===== src/rtl/fetch_unit.sv =====
// ---------------------------------------------------------------------------
// fetch_unit
//
// Instruction fetch front end. Holds the program counter, issues single-word
// memory reads at the PC on request, and latches the returned word into the
// instruction register. A four-state controller (IDLE, REQ, WAIT, DONE)
// sequences each fetch. A read that sees no mem_ready for TIMEOUT wait cycles
// is abandoned. Misaligned fetch attempts and timeouts raise sticky flags.
//
// Parameters
//   RESET_PC   PC value loaded by reset
//   TIMEOUT    wait cycles without mem_ready before a fetch is abandoned (1..255)
//
// Ports
//   clk         in   clock, rising edge
//   rst         in   asynchronous active-high reset
//   pc_en       in   PC update request (accepted in IDLE only)
//   pc_in_dir   in   0: PC+4, 1: load target
//   pc_sign     in   with pc_in_dir=1: 0 absolute, 1 PC-relative signed
//   pc_in       in   [31:0] target address or two's-complement offset
//   ir_en       in   fetch request (accepted in IDLE only)
//   err_clr     in   clears misalign and bus_err
//   mem_rd      out  memory read strobe
//   mem_addr    out  [31:0] memory read address
//   mem_rdata   in   [31:0] memory read data
//   mem_ready   in   memory completion, looked at only while mem_rd=1
//   instr       out  [31:0] instruction register
//   pc          out  [31:0] current PC
//   fetch_busy  out  high while a read is outstanding
//   fetch_done  out  one-cycle pulse after the instruction register updates
//   misalign    out  sticky misaligned-fetch flag
//   bus_err     out  sticky fetch-timeout flag
// ---------------------------------------------------------------------------
module fetch_unit #(
    parameter logic [31:0] RESET_PC = 32'h0000_0000,
    parameter int          TIMEOUT  = 16
) (
    input  logic        clk,
    input  logic        rst,
    input  logic        pc_en,
    input  logic        pc_in_dir,
    input  logic        pc_sign,
    input  logic [31:0] pc_in,
    input  logic        ir_en,
    input  logic        err_clr,
    output logic        mem_rd,
    output logic [31:0] mem_addr,
    input  logic [31:0] mem_rdata,
    input  logic        mem_ready,
    output logic [31:0] instr,
    output logic [31:0] pc,
    output logic        fetch_busy,
    output logic        fetch_done,
    output logic        misalign,
    output logic        bus_err
);

    // Controller states
    localparam logic [1:0] S_IDLE = 2'd0;
    localparam logic [1:0] S_REQ  = 2'd1;
    localparam logic [1:0] S_WAIT = 2'd2;
    localparam logic [1:0] S_DONE = 2'd3;

    // Wait counter limit; TIMEOUT never exceeds 255 so 8 bits suffice
    localparam logic [7:0] TIMEOUT_CNT = 8'(TIMEOUT);

    logic [1:0]  state_q,    state_d;
    logic [31:0] pc_q,       pc_d;
    logic [31:0] instr_q,    instr_d;
    logic [31:0] addr_q,     addr_d;
    logic [7:0]  waitCnt_q,  waitCnt_d;
    logic        busy_q,     busy_d;
    logic        done_q,     done_d;
    logic        misalign_q, misalign_d;
    logic        busErr_q,   busErr_d;

    logic [31:0] pcNext;

    // Candidate next PC for an accepted pc_en. Addition wraps modulo 2^32,
    // which also covers negative relative offsets in two's complement.
    always_comb begin
        pcNext = pc_q + 32'd4;
        if (pc_in_dir) begin
            if (pc_sign) begin
                pcNext = pc_q + pc_in;
            end else begin
                pcNext = pc_in;
            end
        end
    end

    // Next-state logic for the controller and all datapath registers.
    // Error flags: the clear is applied first so that a set in the same
    // cycle overrides it.
    always_comb begin
        state_d    = state_q;
        pc_d       = pc_q;
        instr_d    = instr_q;
        addr_d     = addr_q;
        waitCnt_d  = waitCnt_q;
        misalign_d = misalign_q;
        busErr_d   = busErr_q;

        if (err_clr) begin
            misalign_d = 1'b0;
            busErr_d   = 1'b0;
        end

        case (state_q)
            S_IDLE: begin
                // A fetch in the same cycle uses the old PC (pc_q), while
                // the PC itself advances on the same edge.
                if (pc_en) begin
                    pc_d = pcNext;
                end
                if (ir_en) begin
                    if (pc_q[1:0] == 2'b00) begin
                        addr_d  = pc_q;
                        state_d = S_REQ;
                    end else begin
                        misalign_d = 1'b1;
                    end
                end
            end

            S_REQ: begin
                if (mem_ready) begin
                    instr_d   = mem_rdata;
                    waitCnt_d = 8'd0;
                    state_d   = S_DONE;
                end else begin
                    waitCnt_d = 8'd1;
                    state_d   = S_WAIT;
                end
            end

            S_WAIT: begin
                // Data arriving in the final permitted wait cycle still
                // completes the fetch; only a missing ready then aborts it.
                if (mem_ready) begin
                    instr_d   = mem_rdata;
                    waitCnt_d = 8'd0;
                    state_d   = S_DONE;
                end else if (waitCnt_q == TIMEOUT_CNT) begin
                    busErr_d  = 1'b1;
                    waitCnt_d = 8'd0;
                    state_d   = S_IDLE;
                end else begin
                    waitCnt_d = waitCnt_q + 8'd1;
                end
            end

            S_DONE: begin
                state_d = S_IDLE;
            end

            default: begin
                state_d = S_IDLE;
            end
        endcase

        // Status outputs are registered, so they are decoded from the state
        // being entered rather than the current one.
        busy_d = (state_d == S_REQ) || (state_d == S_WAIT);
        done_d = (state_d == S_DONE);
    end

    // State registers. Reset clears everything at once, which also abandons
    // any fetch in flight without touching memory.
    always_ff @(posedge clk or posedge rst) begin
        if (rst) begin
            state_q    <= S_IDLE;
            pc_q       <= RESET_PC;
            instr_q    <= 32'd0;
            addr_q     <= 32'd0;
            waitCnt_q  <= 8'd0;
            busy_q     <= 1'b0;
            done_q     <= 1'b0;
            misalign_q <= 1'b0;
            busErr_q   <= 1'b0;
        end else begin
            state_q    <= state_d;
            pc_q       <= pc_d;
            instr_q    <= instr_d;
            addr_q     <= addr_d;
            waitCnt_q  <= waitCnt_d;
            busy_q     <= busy_d;
            done_q     <= done_d;
            misalign_q <= misalign_d;
            busErr_q   <= busErr_d;
        end
    end

    // The read strobe and the busy flag cover the same two states, so a
    // single flop drives both.
    assign mem_rd     = busy_q;
    assign fetch_busy = busy_q;
    assign mem_addr   = addr_q;
    assign instr      = instr_q;
    assign pc         = pc_q;
    assign fetch_done = done_q;
    assign misalign   = misalign_q;
    assign bus_err    = busErr_q;

endmodule


===== config.mk =====
export PLATFORM = sky130hd
export DESIGN_NAME = fetch_unit
export DESIGN_NICKNAME = d
export VERILOG_FILES = /design/src/rtl/fetch_unit.sv
export SDC_FILE = /design/constraint.sdc
export NUM_CORES = 1
export LEC_CHECK = 0
export BUFFER_PORTS_ARGS = -buffer_cell sky130_fd_sc_hd__buf_2
export CORE_MARGIN = 1.5
export CORE_UTILIZATION = 25
export CTS_CLUSTER_SIZE = 14
export DETAILED_ROUTE_END_ITERATION = 10
export MAX_ROUTING_LAYER = met4
export SYNTH_ARGS = -nofsm -noshare
export SYNTH_HDL_FRONTEND = slang
export SYNTH_SLANG_ARGS = --single-unit

===== constraint.sdc =====
create_clock -name clk -period 4.1 [get_ports clk]
set_input_delay 0.615 -clock clk [delete_from_list [all_inputs] [get_ports clk]]
set_output_delay 0.615 -clock clk [all_outputs]
set_load 0.01 [all_outputs]

Yosys cells after proc, flatten, opt, wreduce, memory -nomap -nowiden
Cells that the tools add are included.
- add/subtract/negate cells: 3
- multipliers: 0
- divide/modulo/power cells: 0
- order comparisons: 0
- eq/ne operators: 7
- shift-type cells: 0
- multiplexer cells: 20
- bitwise operators: 0
- reductions and logical operators: 8
- operators by type and width (kind ; count):
    2-to-1 mux 32 bit ; 2
    adder 32 x 3 -> 32 bit, second input constant ; 1
    adder 32 bit ; 1
    2-to-1 mux 8 bit ; 2
    one-hot mux 8 bit (2 select lines) ; 1
    2-to-1 mux 1 bit ; 10
    adder 8 x 1 -> 8 bit, second input constant ; 1
    == test 2 bit, second input constant ; 4
    == test 8 x 5 -> 1 bit, second input constant ; 1
    2-to-1 mux 2 bit ; 4
    one-hot mux 2 bit (4 select lines) ; 1
    == test 2 x 1 -> 1 bit, second input constant ; 2
    logical NOT 2 bit ; 2
    AND reduction 2 bit ; 2
    AND reduction 3 bit ; 1
    nonzero test 2 bit ; 1
    OR reduction 2 bit ; 1
    logical OR 1 bit ; 1
- register bits after elaboration: 110
- latch bits: 0
- RAM bits: 0
- ROM bits: 0
- input port bits: 72
- output and inout bits: 101
- logic and storage cells: 47
- memories: 0

Logic depth before layout (Yosys ltp)
Gate-level depths: netlist of run 1.
- word-level depth: 6
- mapped depth: 12
- gate-level depth less buffers: 12

Least setup slack after synthesis of run 1
No wires, ideal clock.
- kind: input port to flip-flop
- from: input port pc_in[4]
- to: register pc_q[29], in the netlist pc[29]
- library setup time: 0.069 ns
- arrival time: 3.189 ns
- data required time: 4.031 ns
- path slack: 0.843 ns
- stages on the path: 11
- cells stage by stage: ha_1 > a2111o_1 > a21oi_2 > nor4_1 > and3b_2 > a21boi_2 > a221o_1 > a21o_1 > a211o_1 > a2111o_1 > nand3_1
- cells in the longest elaborated chain, start to end: 3
- RTL lines (item ; RTL line ; source):
    start: declaration ; 43 ; input logic [31:0] pc_in,
    adder 32 bit ; 85 ; pcNext = pc_q + pc_in;
    2-to-1 mux 32 bit ; 84 ; if (pc_sign) begin
    2-to-1 mux 32 bit ; 83 ; if (pc_in_dir) begin
    end signal: assignment ; 183 ; pc_q <= pc_d;
    end: declaration ; 68 ; logic [31:0] pc_q, pc_d;
No other way between the ends.
A chain may end at the register's enable or synchronous reset.

Worst setup path after layout of run 1
- from: register pc_q[4], in the netlist pc[4]
- to: register pc_q[29], in the netlist pc[29]
- cells in the longest elaborated chain, start to end: 3
- elaborated cells between the ends (all ways): 4
- those cells by class: add/sub (2); mux (2)
- RTL lines (item ; RTL line):
    adder 32 bit ; 85
    2-to-1 mux 32 bit ; 84
    2-to-1 mux 32 bit * ; 83
Mark *: on every way between the ends. The rest lies on a longest branch, timed or not.

==> results.json, run 1 <==
{
  "outcome": "finished clean",
  "initial_antenna_violation_count": 2,
  "cts.sinks": 110,
  "design.portCount": 173,
  "grt_pass1_wl_um": 31300,
  "synth.net_count": 806,
  "average_wire_length_per_cell_after_detail_routing_um": 16.3,
  "cts_resized": 0,
  "setup_viol": 0,
  "clock_tree.htree_level_count": 3,
  "tritoncts": "yes",
  "rsz0062_at_grt": "false",
  "vdd_ir_drop_max_v": 0.000278,
  "synthArstFlopShare_pct": 100,
  "cap_viol_max_count": 0,
  "postCtsHoldBufs": 0,
  "crit_chain": "ha_1, a2111o_1, a21oi_2, nor4_1, and3b_2, a21boi_2, a221o_1, a21o_1, a211o_1, a2111o_1, nand3_1",
  "timing.fmax_mhz": 299,
  "post_synth.cell_area_avg_um2": 9.69,
  "drc_errors": 0,
  "port_buffers": 172,
  "slew-limit-headroom_pct": 46.6,
  "path_clk_slew_ns": 0.08,
  "critical_path_class": "reg -> reg",
  "avgViaCountPerCell": 4.96,
  "synth_cells": 695,
  "crit_path_max_fanout": 7,
  "grt_overflow": 0,
  "fp.dieArea_um2": 27900,
  "synth-seq-area-share_pct": 40.9,
  "start_kind": "flop",
  "total_placed_instance_area_um2": 8030,
  "final_cells": 1205,
  "cts_max_path_buffers": 2,
  "cp_arrival_ns": 3.64,
  "dr_total_vias": 5976,
  "cts_root_buffer": "sky130_fd_sc_hd__clkbuf_16",
  "synth_seq_cells": 110,
  "power_per_cell_area_nw_per_um2": 749,
  "post_route_cells_drive_above_1_share_pct": 32.0,
  "cp_data_required_time_ns": 4.40,
  "finalMaxSlewViolations": 0,
  "p_leak_nw": 3.79,
  "min_path_type": "in -> async",
  "ys.flop_type": "sky130_fd_sc_hd__dfrtp_1",
  "final_design_area_no_fill_um2": 8320,
  "number_of_buffers_created_by_cts": 9,
  "pin_count_of_the_biggest_net_entering_global_routing": 62,
  "synth_edf_count": 0,
  "detailedRoute.firstIterationViolations": 448,
  "critPathSlowestCell": "sky130_fd_sc_hd__dfrtp_1",
  "setup-tns-final_ns": 0,
  "placed_cells": 1187,
  "postCtsSetupBuffers": 0,
  "cpMostUsedCell": "sky130_fd_sc_hd__a2111o_1",
  "chipWidth_um": 167,
  "drt_first_pass_iters": 5,
  "gr-usage-all-layers_pct": 14.6,
  "dp.final_hpwl_um": 14500,
  "ys.warnings.count": 0,
  "final.period_utilization_pct": 81.6,
  "finalWirelength_um": 19700,
  "layout.nets": 974,
  "max_slew.worst_pin.slew_ns": 0.802,
  "setup.worst_path.end_class": "flop",
  "first_global_vias": 5561,
  "yosys.cell_types.count": 60,
  "die_height_um": 167,
  "core_area_um2": 26300,
  "flow.area_growth_from_synthesis_pct": 23.5,
  "report.final.hold_viol_count": 0,
  "floorplan.rows": 59,
  "syn_area_um2": 6740,
  "last_weighted_congestion_value_of_the_routability_driven_placer": 0.831,
  "slowest_delay_ns": 0.46,
  "effective_utilization_at_floorplan_pct": 25.6,
  "detail-route-antenna-nets": 0,
  "fin_skew_ns": 0.00840,
  "clk_latency_ns": 0.36,
  "final_period_minus_worst_setup_slack_ns": 3.34
}
==> cell usage in the layout (no fill, tap or decap), types with 10 or more instances in the layout <==
master	instances
sky130_fd_sc_hd__a211oi_1	11
sky130_fd_sc_hd__a21o_1	15
sky130_fd_sc_hd__a21oi_1	63
sky130_fd_sc_hd__and3_1	14
sky130_fd_sc_hd__buf_2	172
sky130_fd_sc_hd__buf_4	13
sky130_fd_sc_hd__dfrtp_1	110
sky130_fd_sc_hd__ha_1	38
sky130_fd_sc_hd__inv_1	16
sky130_fd_sc_hd__mux2_2	64
sky130_fd_sc_hd__mux2i_1	14
sky130_fd_sc_hd__nand2_1	41
sky130_fd_sc_hd__nand3_1	31
sky130_fd_sc_hd__nor2_1	57
sky130_fd_sc_hd__nor3_1	12
sky130_fd_sc_hd__o21ai_0	44
sky130_fd_sc_hd__xnor2_1	20
sky130_fd_sc_hd__xor2_1	10
==> routing by layer <==
| layer | wire (µm) | share of wire (%) | track usage, % | up-vias |
|---|---|---|---|---|
| li1 | - | - | - | 2911 |
| met1 | 9270 | 47 | 19.1 | 2851 |
| met2 | 8920 | 45 | 23.0 | 196 |
| met3 | 1210 | 6.1 | 3.24 | 18 |
| met4 | 259 | 1.3 | 3.68 | 0 |
| met5 | 0 | 0 | - | - |
==> cell families (layout without fill, tap and decap cells) <==
group / count (synthesis) / in the layout / share of synthesized area (%)
other: 0 / 2 / 0
flip-flops: 110 / 110 / 40.9
AND/OR/NAND/NOR: 195 / 195 / 14.0
AO/OA/AOI/OAI: 197 / 197 / 18.5
buffers and inverters: 46 / 219 / 2.62
XOR/XNOR: 30 / 30 / 3.90
adder cells (fa/ha/maj): 39 / 39 / 7.36
multiplexers: 78 / 78 / 12.8
==> path summary, 6_finish.rpt <==
check,slack [ns],startpoint,to,depth (start not counted)
min in group clk,0.46,err_clr,bus_err,2
min reg2reg,0.50,mem_addr[10],mem_addr[10],1
max,0.76,pc[4],pc[29],11
max in group asynchronous,2.92,rst,pc[20],3
min,0.41,rst,instr[22],2
max reg2reg,0.76,pc[4],pc[29],11
==> sequential cells by signal, indices dropped and copies added, names as in the netlist <==
name / count
bus_err: 1
fetch_busy: 1
fetch_done: 1
instr: 32
mem_addr: 32
misalign: 1
pc: 32
state_q: 2
waitCnt_q: 8
==> power by group <==
group / switching [W] / total (W) / internal, W
registers: 0.000455 / 0.00203 / 0.00157
clock network: 0.000464 / 0.000890 / 0.000426
logic: 0.00176 / 0.00332 / 0.00156
total: 0.00267 / 0.00623 / 0.00356
==> synthesized netlist by cell type (2+ instances only) <==
master / count / area, µm²
sky130_fd_sc_hd__a2111o_1: 2 / 22.5
sky130_fd_sc_hd__a211o_1: 3 / 26.3
sky130_fd_sc_hd__a211oi_1: 11 / 82.6
sky130_fd_sc_hd__a21o_1: 15 / 113
sky130_fd_sc_hd__a21oi_1: 63 / 315
sky130_fd_sc_hd__a221oi_1: 4 / 35.0
sky130_fd_sc_hd__a22oi_1: 4 / 30.0
sky130_fd_sc_hd__a311oi_1: 2 / 17.5
sky130_fd_sc_hd__a31oi_1: 3 / 18.8
sky130_fd_sc_hd__a32oi_1: 2 / 17.5
sky130_fd_sc_hd__a41oi_1: 3 / 26.3
sky130_fd_sc_hd__and2_1: 3 / 18.8
sky130_fd_sc_hd__and3_1: 14 / 87.6
sky130_fd_sc_hd__buf_1: 7 / 26.3
sky130_fd_sc_hd__clkbuf_1: 21 / 78.8
sky130_fd_sc_hd__dfrtp_1: 110 / 2750
sky130_fd_sc_hd__ha_1: 38 / 475
sky130_fd_sc_hd__inv_1: 17 / 63.8
sky130_fd_sc_hd__mux2_2: 64 / 721
sky130_fd_sc_hd__mux2i_1: 14 / 140
sky130_fd_sc_hd__nand2_1: 41 / 154
sky130_fd_sc_hd__nand2b_1: 4 / 25.0
sky130_fd_sc_hd__nand3_1: 31 / 155
sky130_fd_sc_hd__nand4_1: 9 / 56.3
sky130_fd_sc_hd__nor2_1: 57 / 214
sky130_fd_sc_hd__nor2b_1: 8 / 50.1
sky130_fd_sc_hd__nor3_1: 13 / 65.1
sky130_fd_sc_hd__nor4_1: 4 / 25.0
sky130_fd_sc_hd__o211ai_1: 4 / 30.0
sky130_fd_sc_hd__o21a_1: 5 / 37.5
sky130_fd_sc_hd__o21ai_0: 44 / 220
sky130_fd_sc_hd__o21bai_1: 4 / 30.0
sky130_fd_sc_hd__o22a_1: 4 / 35.0
sky130_fd_sc_hd__o22ai_1: 9 / 56.3
sky130_fd_sc_hd__o32ai_1: 2 / 17.5
sky130_fd_sc_hd__or2_2: 4 / 25.0
sky130_fd_sc_hd__xnor2_1: 20 / 175
sky130_fd_sc_hd__xor2_1: 10 / 87.6
==> stage by stage <==
stage / utilization (%) / total power, W / hold slack [ns] / setup slack, ns
finish: 31.7 / 0.00623 / 0.406 / 0.755
global route: 31.7 / 0.00677 / 0.451 / 0.607
CTS: 31.6 / 0.00633 / 0.423 / 0.749
detailed placement: 30.5 / 0.00539 / 0.487 / 0.503
global placement: 30.5 / 0.00535 / 0.479 / 0.538
floorplan: - / 0.00429 / 0.506 / 0.583
==> worst max-delay path: cells and delay by family, from the launching register on <==
family | cells | cell delay (ns)
and+or+nand+nor | 3 | 0.45
adders and majority gates | 1 | 0.39
DFF | 1 | 0.46
AOI/OAI and AO/OA | 7 | 1.99
==> layout make-up <==
class                      count  area [µm²]
sequential                   110        2750
fill                        2746       18000
tap                          335         419
timing repair buffer         186         978
inverter                      17        66.3
clock buffer                  10         229
antenna                        2        5.00
multi-input combinational    539        3810
clock inverter                 6        58.8
No activity file was read; power rests on OpenSTA's default activity.
==> inputs of run 2 (changes only) <==
- clock period: 4.1 -> 2.7 ns (I/O delays scaled with it)
==> results.json, run 2 (synthesis results as in run 1) <==
{
  "outcome": "finished with violations",
  "violations_in_the_final_reports": "negative setup slack",
  "min_path_type": "in -> async",
  "post_route_cells_drive_above_1_share_pct": 40.4,
  "fp.dieArea_um2": 27900,
  "fin_skew_ns": 0.00677,
  "layout.nets": 1052,
  "cts_root_buffer": "sky130_fd_sc_hd__clkbuf_16",
  "core_area_um2": 26300,
  "vdd_ir_drop_max_v": 0.000362,
  "timing.fmax_mhz": 340,
  "detailedRoute.firstIterationViolations": 496,
  "max_slew.worst_pin.slew_ns": 0.660,
  "finalMaxSlewViolations": 0,
  "pre_cts_slack_ns": -0.346,
  "cp_data_required_time_ns": 3.01,
  "gr-usage-all-layers_pct": 15.5,
  "design.portCount": 173,
  "chipWidth_um": 167,
  "cts_max_path_buffers": 2,
  "detail-route-antenna-nets": 0,
  "drc_errors": 0,
  "cap_viol_max_count": 0,
  "final_period_minus_worst_setup_slack_ns": 2.94,
  "drt_first_pass_iters": 4,
  "power_per_cell_area_nw_per_um2": 1150,
  "floorplan.rows": 59,
  "rsz0062_at_grt": "true",
  "smallest_setup_slack_after_layout_ns": -0.240,
  "cts.sinks": 110,
  "slew-limit-headroom_pct": 55.9,
  "total_placed_instance_area_um2": 8660,
  "last_weighted_congestion_value_of_the_routability_driven_placer": 0.841,
  "most-common-layout-cells": "172 x sky130_fd_sc_hd__buf_2, 109 x sky130_fd_sc_hd__dfrtp_1, 89 x sky130_fd_sc_hd__buf_4",
  "number_of_buffers_created_by_cts": 9,
  "die_height_um": 167,
  "initial_antenna_violation_count": 2,
  "start_kind": "flop",
  "final_common_cell": "sky130_fd_sc_hd__buf_2",
  "flow.area_growth_from_synthesis_pct": 36.0,
  "avgViaCountPerCell": 4.86,
  "average_wire_length_per_cell_after_detail_routing_um": 16.3,
  "postCtsHoldBufs": 0,
  "crit_path_max_fanout": 3,
  "finalWirelength_um": 20900,
  "tritoncts": "yes",
  "final.period_utilization_pct": 109,
  "clk_latency_ns": 0.36,
  "critical_path_class": "reg -> reg",
  "first_global_vias": 6313,
  "grt_pass1_wl_um": 33500,
  "effective_utilization_at_floorplan_pct": 25.6,
  "grt_overflow": 0,
  "setup_viol": 2,
  "timing.hold.ws_ns": 0.125,
  "dr_total_vias": 6236,
  "report.final.hold_viol_count": 0,
  "final_design_area_no_fill_um2": 9160,
  "pin_count_of_the_biggest_net_entering_global_routing": 45,
  "port_buffers": 172,
  "dp.final_hpwl_um": 15800,
  "cp_arrival_ns": 3.25,
  "timing.reg2reg.setup_slack_ns": -0.24,
  "p_leak_nw": 4.20,
  "path_clk_slew_ns": 0.09,
  "clock_tree.htree_level_count": 3,
  "setup.worst_path.end_class": "flop"
}
[run 2: cell count changes in the layout (fill, tap and decap cells not counted), moves of 2 or more]
cell                       previous run  this run
sky130_fd_sc_hd__o21ai_2              0         3
sky130_fd_sc_hd__buf_4               13        89
sky130_fd_sc_hd__inv_8                1         4
sky130_fd_sc_hd__o21ai_0             44        40
sky130_fd_sc_hd__clkinv_4             3         1
sky130_fd_sc_hd__ha_1                38        28
sky130_fd_sc_hd__a211oi_2             0         3
sky130_fd_sc_hd__ha_4                 0        10
sky130_fd_sc_hd__a211oi_1            11         8
sky130_fd_sc_hd__a21oi_4              0         2
[run 2: report_power, final]
group | switching, W | internal, W | leakage, nW
clock network | 0.000732 | 0.000663 | 0.150
logic | 0.00318 | 0.00307 | 2.73
registers | 0.000486 | 0.00239 | 1.32
total | 0.00440 | 0.00613 | 4.20
[run 2: worst max-delay path: stages, from the launching register on]
cell and delay (ns):
sky130_fd_sc_hd__dfrtp_2 0.43, sky130_fd_sc_hd__ha_4 0.25, sky130_fd_sc_hd__a2111o_1 0.40, sky130_fd_sc_hd__a21oi_4 0.17
sky130_fd_sc_hd__nor4_4 0.07, sky130_fd_sc_hd__and3b_2 0.26, sky130_fd_sc_hd__a21boi_2 0.07, sky130_fd_sc_hd__a221o_1 0.33
sky130_fd_sc_hd__a21o_1 0.18, sky130_fd_sc_hd__a211o_1 0.27, sky130_fd_sc_hd__a2111o_1 0.37, sky130_fd_sc_hd__nand3_1 0.08
[run 2: metrics by stage]
step / setup TNS [ns] / util [%] / cells / total power (W)
finish: -0.392 / 34.9 / 1283 / 0.0105
global route: -1.08 / 34.9 / 1283 / 0.0114
CTS: -0.583 / 34.4 / 1281 / 0.0105
detailed placement: -2.28 / 33.0 / 1260 / 0.00896
global placement: -2.11 / 33.0 / 1260 / 0.00885
floorplan: -0.208 / - / 695 / 0.00660
[run 2: what timing repair did]
action                                  in CTS  in global routing
endpoints found under the setup margin      10                 15
pin swaps                                   16                 13
setup buffers                                5                  0
resized for setup                            9                 17
[run 2: area by class of cell]
class	instances	area, µm²
fill	2754	17100
multi-input combinational	539	4040
sequential	110	2750
timing repair buffer	264	1580
tap	335	419
clock buffer	9	225
clock inverter	7	75.1
inverter	17	67.6
antenna	2	5.00
[run 2: worst paths after layout]
check,startpoint,end,cells after the start
max,pc[4],pc[29],11
min reg2reg,instr[19],instr[19],1
max in group asynchronous,rst,pc[4],3
max reg2reg,pc[4],pc[29],11
min,rst,instr[6],2
min in group clk,err_clr,bus_err,2
[run 2: layer usage]
layer | global-route usage (%) | part of all wire (%) | routed length [µm] | up-vias
met5 | - | 0 | 0 | -
met4 | 4.27 | 1.2 | 251 | 0
met3 | 2.72 | 4.7 | 976 | 19
met2 | 25.4 | 47 | 9820 | 173
met1 | 19.8 | 47 | 9860 | 2992
li1 | - | - | - | 3052
==> inputs of run 3 (changes only) <==
- MAX_ROUTING_LAYER: met4 -> not set
==> results.json, run 3 (synthesis results as in run 1) <==
{
  "violations_in_the_final_reports": "negative setup slack",
  "critical_path_class": "reg -> reg",
  "power_per_cell_area_nw_per_um2": 1150,
  "smallest_setup_slack_after_layout_ns": -0.238,
  "gr-usage-all-layers_pct": 15.1,
  "fp.dieArea_um2": 27900,
  "post_route_cells_drive_above_1_share_pct": 40.4,
  "report.final.hold_viol_count": 0,
  "clk_latency_ns": 0.36,
  "slew-limit-headroom_pct": 55.3,
  "vdd_ir_drop_max_v": 0.000361,
  "grt_overflow": 0,
  "final_common_cell": "sky130_fd_sc_hd__buf_2",
  "initial_antenna_violation_count": 2,
  "average_wire_length_per_cell_after_detail_routing_um": 16.3,
  "detailedRoute.firstIterationViolations": 417,
  "chipWidth_um": 167,
  "detail-route-antenna-nets": 0,
  "cts.sinks": 110,
  "outcome": "finished with violations",
  "setup.worst_path.end_class": "flop",
  "rsz0062_at_grt": "true",
  "pre_cts_slack_ns": -0.346,
  "placed_cells": 1260,
  "min_path_type": "in -> async",
  "tritoncts": "yes",
  "cts_max_path_buffers": 2,
  "fin_skew_ns": 0.00777,
  "port_buffers": 172,
  "finalMaxSlewViolations": 0,
  "clock_tree.htree_level_count": 3,
  "nFillCells": 2755,
  "max_slew.worst_pin.slew_ns": 0.670,
  "effective_utilization_at_floorplan_pct": 25.6,
  "number_of_buffers_created_by_cts": 9,
  "cap_viol_max_count": 0,
  "flow.area_growth_from_synthesis_pct": 36.0,
  "dr_total_vias": 6260,
  "cp_arrival_ns": 3.24,
  "floorplan.rows": 59,
  "timing.fmax_mhz": 340,
  "p_leak_nw": 4.20,
  "cts_root_buffer": "sky130_fd_sc_hd__clkbuf_16",
  "die_height_um": 167,
  "path_clk_slew_ns": 0.09,
  "first_global_vias": 6315,
  "pin_count_of_the_biggest_net_entering_global_routing": 45,
  "drc_errors": 0,
  "most-common-layout-cells": "172 x sky130_fd_sc_hd__buf_2, 109 x sky130_fd_sc_hd__dfrtp_1, 89 x sky130_fd_sc_hd__buf_4",
  "final_period_minus_worst_setup_slack_ns": 2.94,
  "design.portCount": 173,
  "drt_first_pass_iters": 7,
  "layout.nets": 1052,
  "core_area_um2": 26300,
  "final_cells": 1283,
  "grt_pass1_wl_um": 33500,
  "final.period_utilization_pct": 109,
  "design_power_total_w": 0.0105,
  "crit_path_max_fanout": 3,
  "avgViaCountPerCell": 4.88,
  "start_kind": "flop",
  "setup_viol": 2,
  "last_weighted_congestion_value_of_the_routability_driven_placer": 0.828,
  "postCtsHoldBufs": 0,
  "dp.final_hpwl_um": 15800,
  "finalWirelength_um": 20900,
  "cp_data_required_time_ns": 3.01
}
[run 3: cell counts in the layout (fill, tap and decap cells not counted)]
Identical to the previous run, type by type.
[run 3: stage by stage]
step	hold WS, ns	TNS (ns)	util, %	instance area, µm²
final	0.131	-0.390	34.9	9160
after global routing	0.175	-1.07	34.8	9160
after CTS	0.136	-0.583	34.4	9050
after detailed placement	0.485	-2.28	33.0	8660
after global placement	0.480	-2.11	33.0	8660
after floorplan	0.506	-0.208	-	6810
[run 3: final cells by class]
type                       instances  area [µm²]  share of cell area, %
sequential                       110        2750                   30.1
tap                              335         419                   4.58
inverter                          17        67.6                  0.738
antenna                            2        5.00                 0.0546
clock buffer                       9         225                   2.46
timing repair buffer             264        1580                   17.2
multi-input combinational        539        4040                   44.0
clock inverter                     7        75.1                  0.819
[run 3: report_power, final]
| part | total [W] | switching, W | internal, W |
|---|---|---|---|
| Sequential | 0.00288 | 0.000485 | 0.00239 |
| Clock | 0.00139 | 0.000731 | 0.000663 |
| Combinational | 0.00625 | 0.00318 | 0.00307 |
| Total | 0.0105 | 0.00440 | 0.00613 |
[run 3: path summary, 6_finish.rpt]
kind	slack, ns	endpoint	startpoint	cells after the start
setup / recovery	-0.24	pc[29]	pc[4]	11
hold / removal	0.13	instr[9]	rst	2
setup reg to reg	-0.24	pc[29]	pc[4]	11
hold reg to reg	0.50	instr[19]	instr[19]	1
max in group asynchronous	1.91	pc[20]	rst	3
min in group clk	0.24	bus_err	err_clr	2
[run 3: repair_timing]
action                                  CTS  global route
pin swaps                                16            13
buffers inserted                          5             0
hold endpoints to repair                  0             0
endpoints found under the setup margin   10            15
resized for setup                         9            17
[run 3: critical path, cell delays in order (launching register included)]
cell	delay [ns]
sky130_fd_sc_hd__dfrtp_2	0.43
sky130_fd_sc_hd__ha_4	0.25
sky130_fd_sc_hd__a2111o_1	0.40
sky130_fd_sc_hd__a21oi_4	0.18
sky130_fd_sc_hd__nor4_4	0.07
sky130_fd_sc_hd__and3b_2	0.26
sky130_fd_sc_hd__a21boi_2	0.07
sky130_fd_sc_hd__a221o_1	0.33
sky130_fd_sc_hd__a21o_1	0.18
sky130_fd_sc_hd__a211o_1	0.27
sky130_fd_sc_hd__a2111o_1	0.37
sky130_fd_sc_hd__nand3_1	0.08
[run 3: layer usage]
| metal | share of wire [%] | global-route usage, % | up-vias |
|---|---|---|---|
| met1 | 46 | 19.6 | 3009 |
| met4 | 1.3 | 4.27 | 0 |
| li1 | - | - | 3050 |
| met5 | 0 | 0 | - |
| met3 | 5.3 | 2.95 | 23 |
| met2 | 47 | 25.3 | 178 |
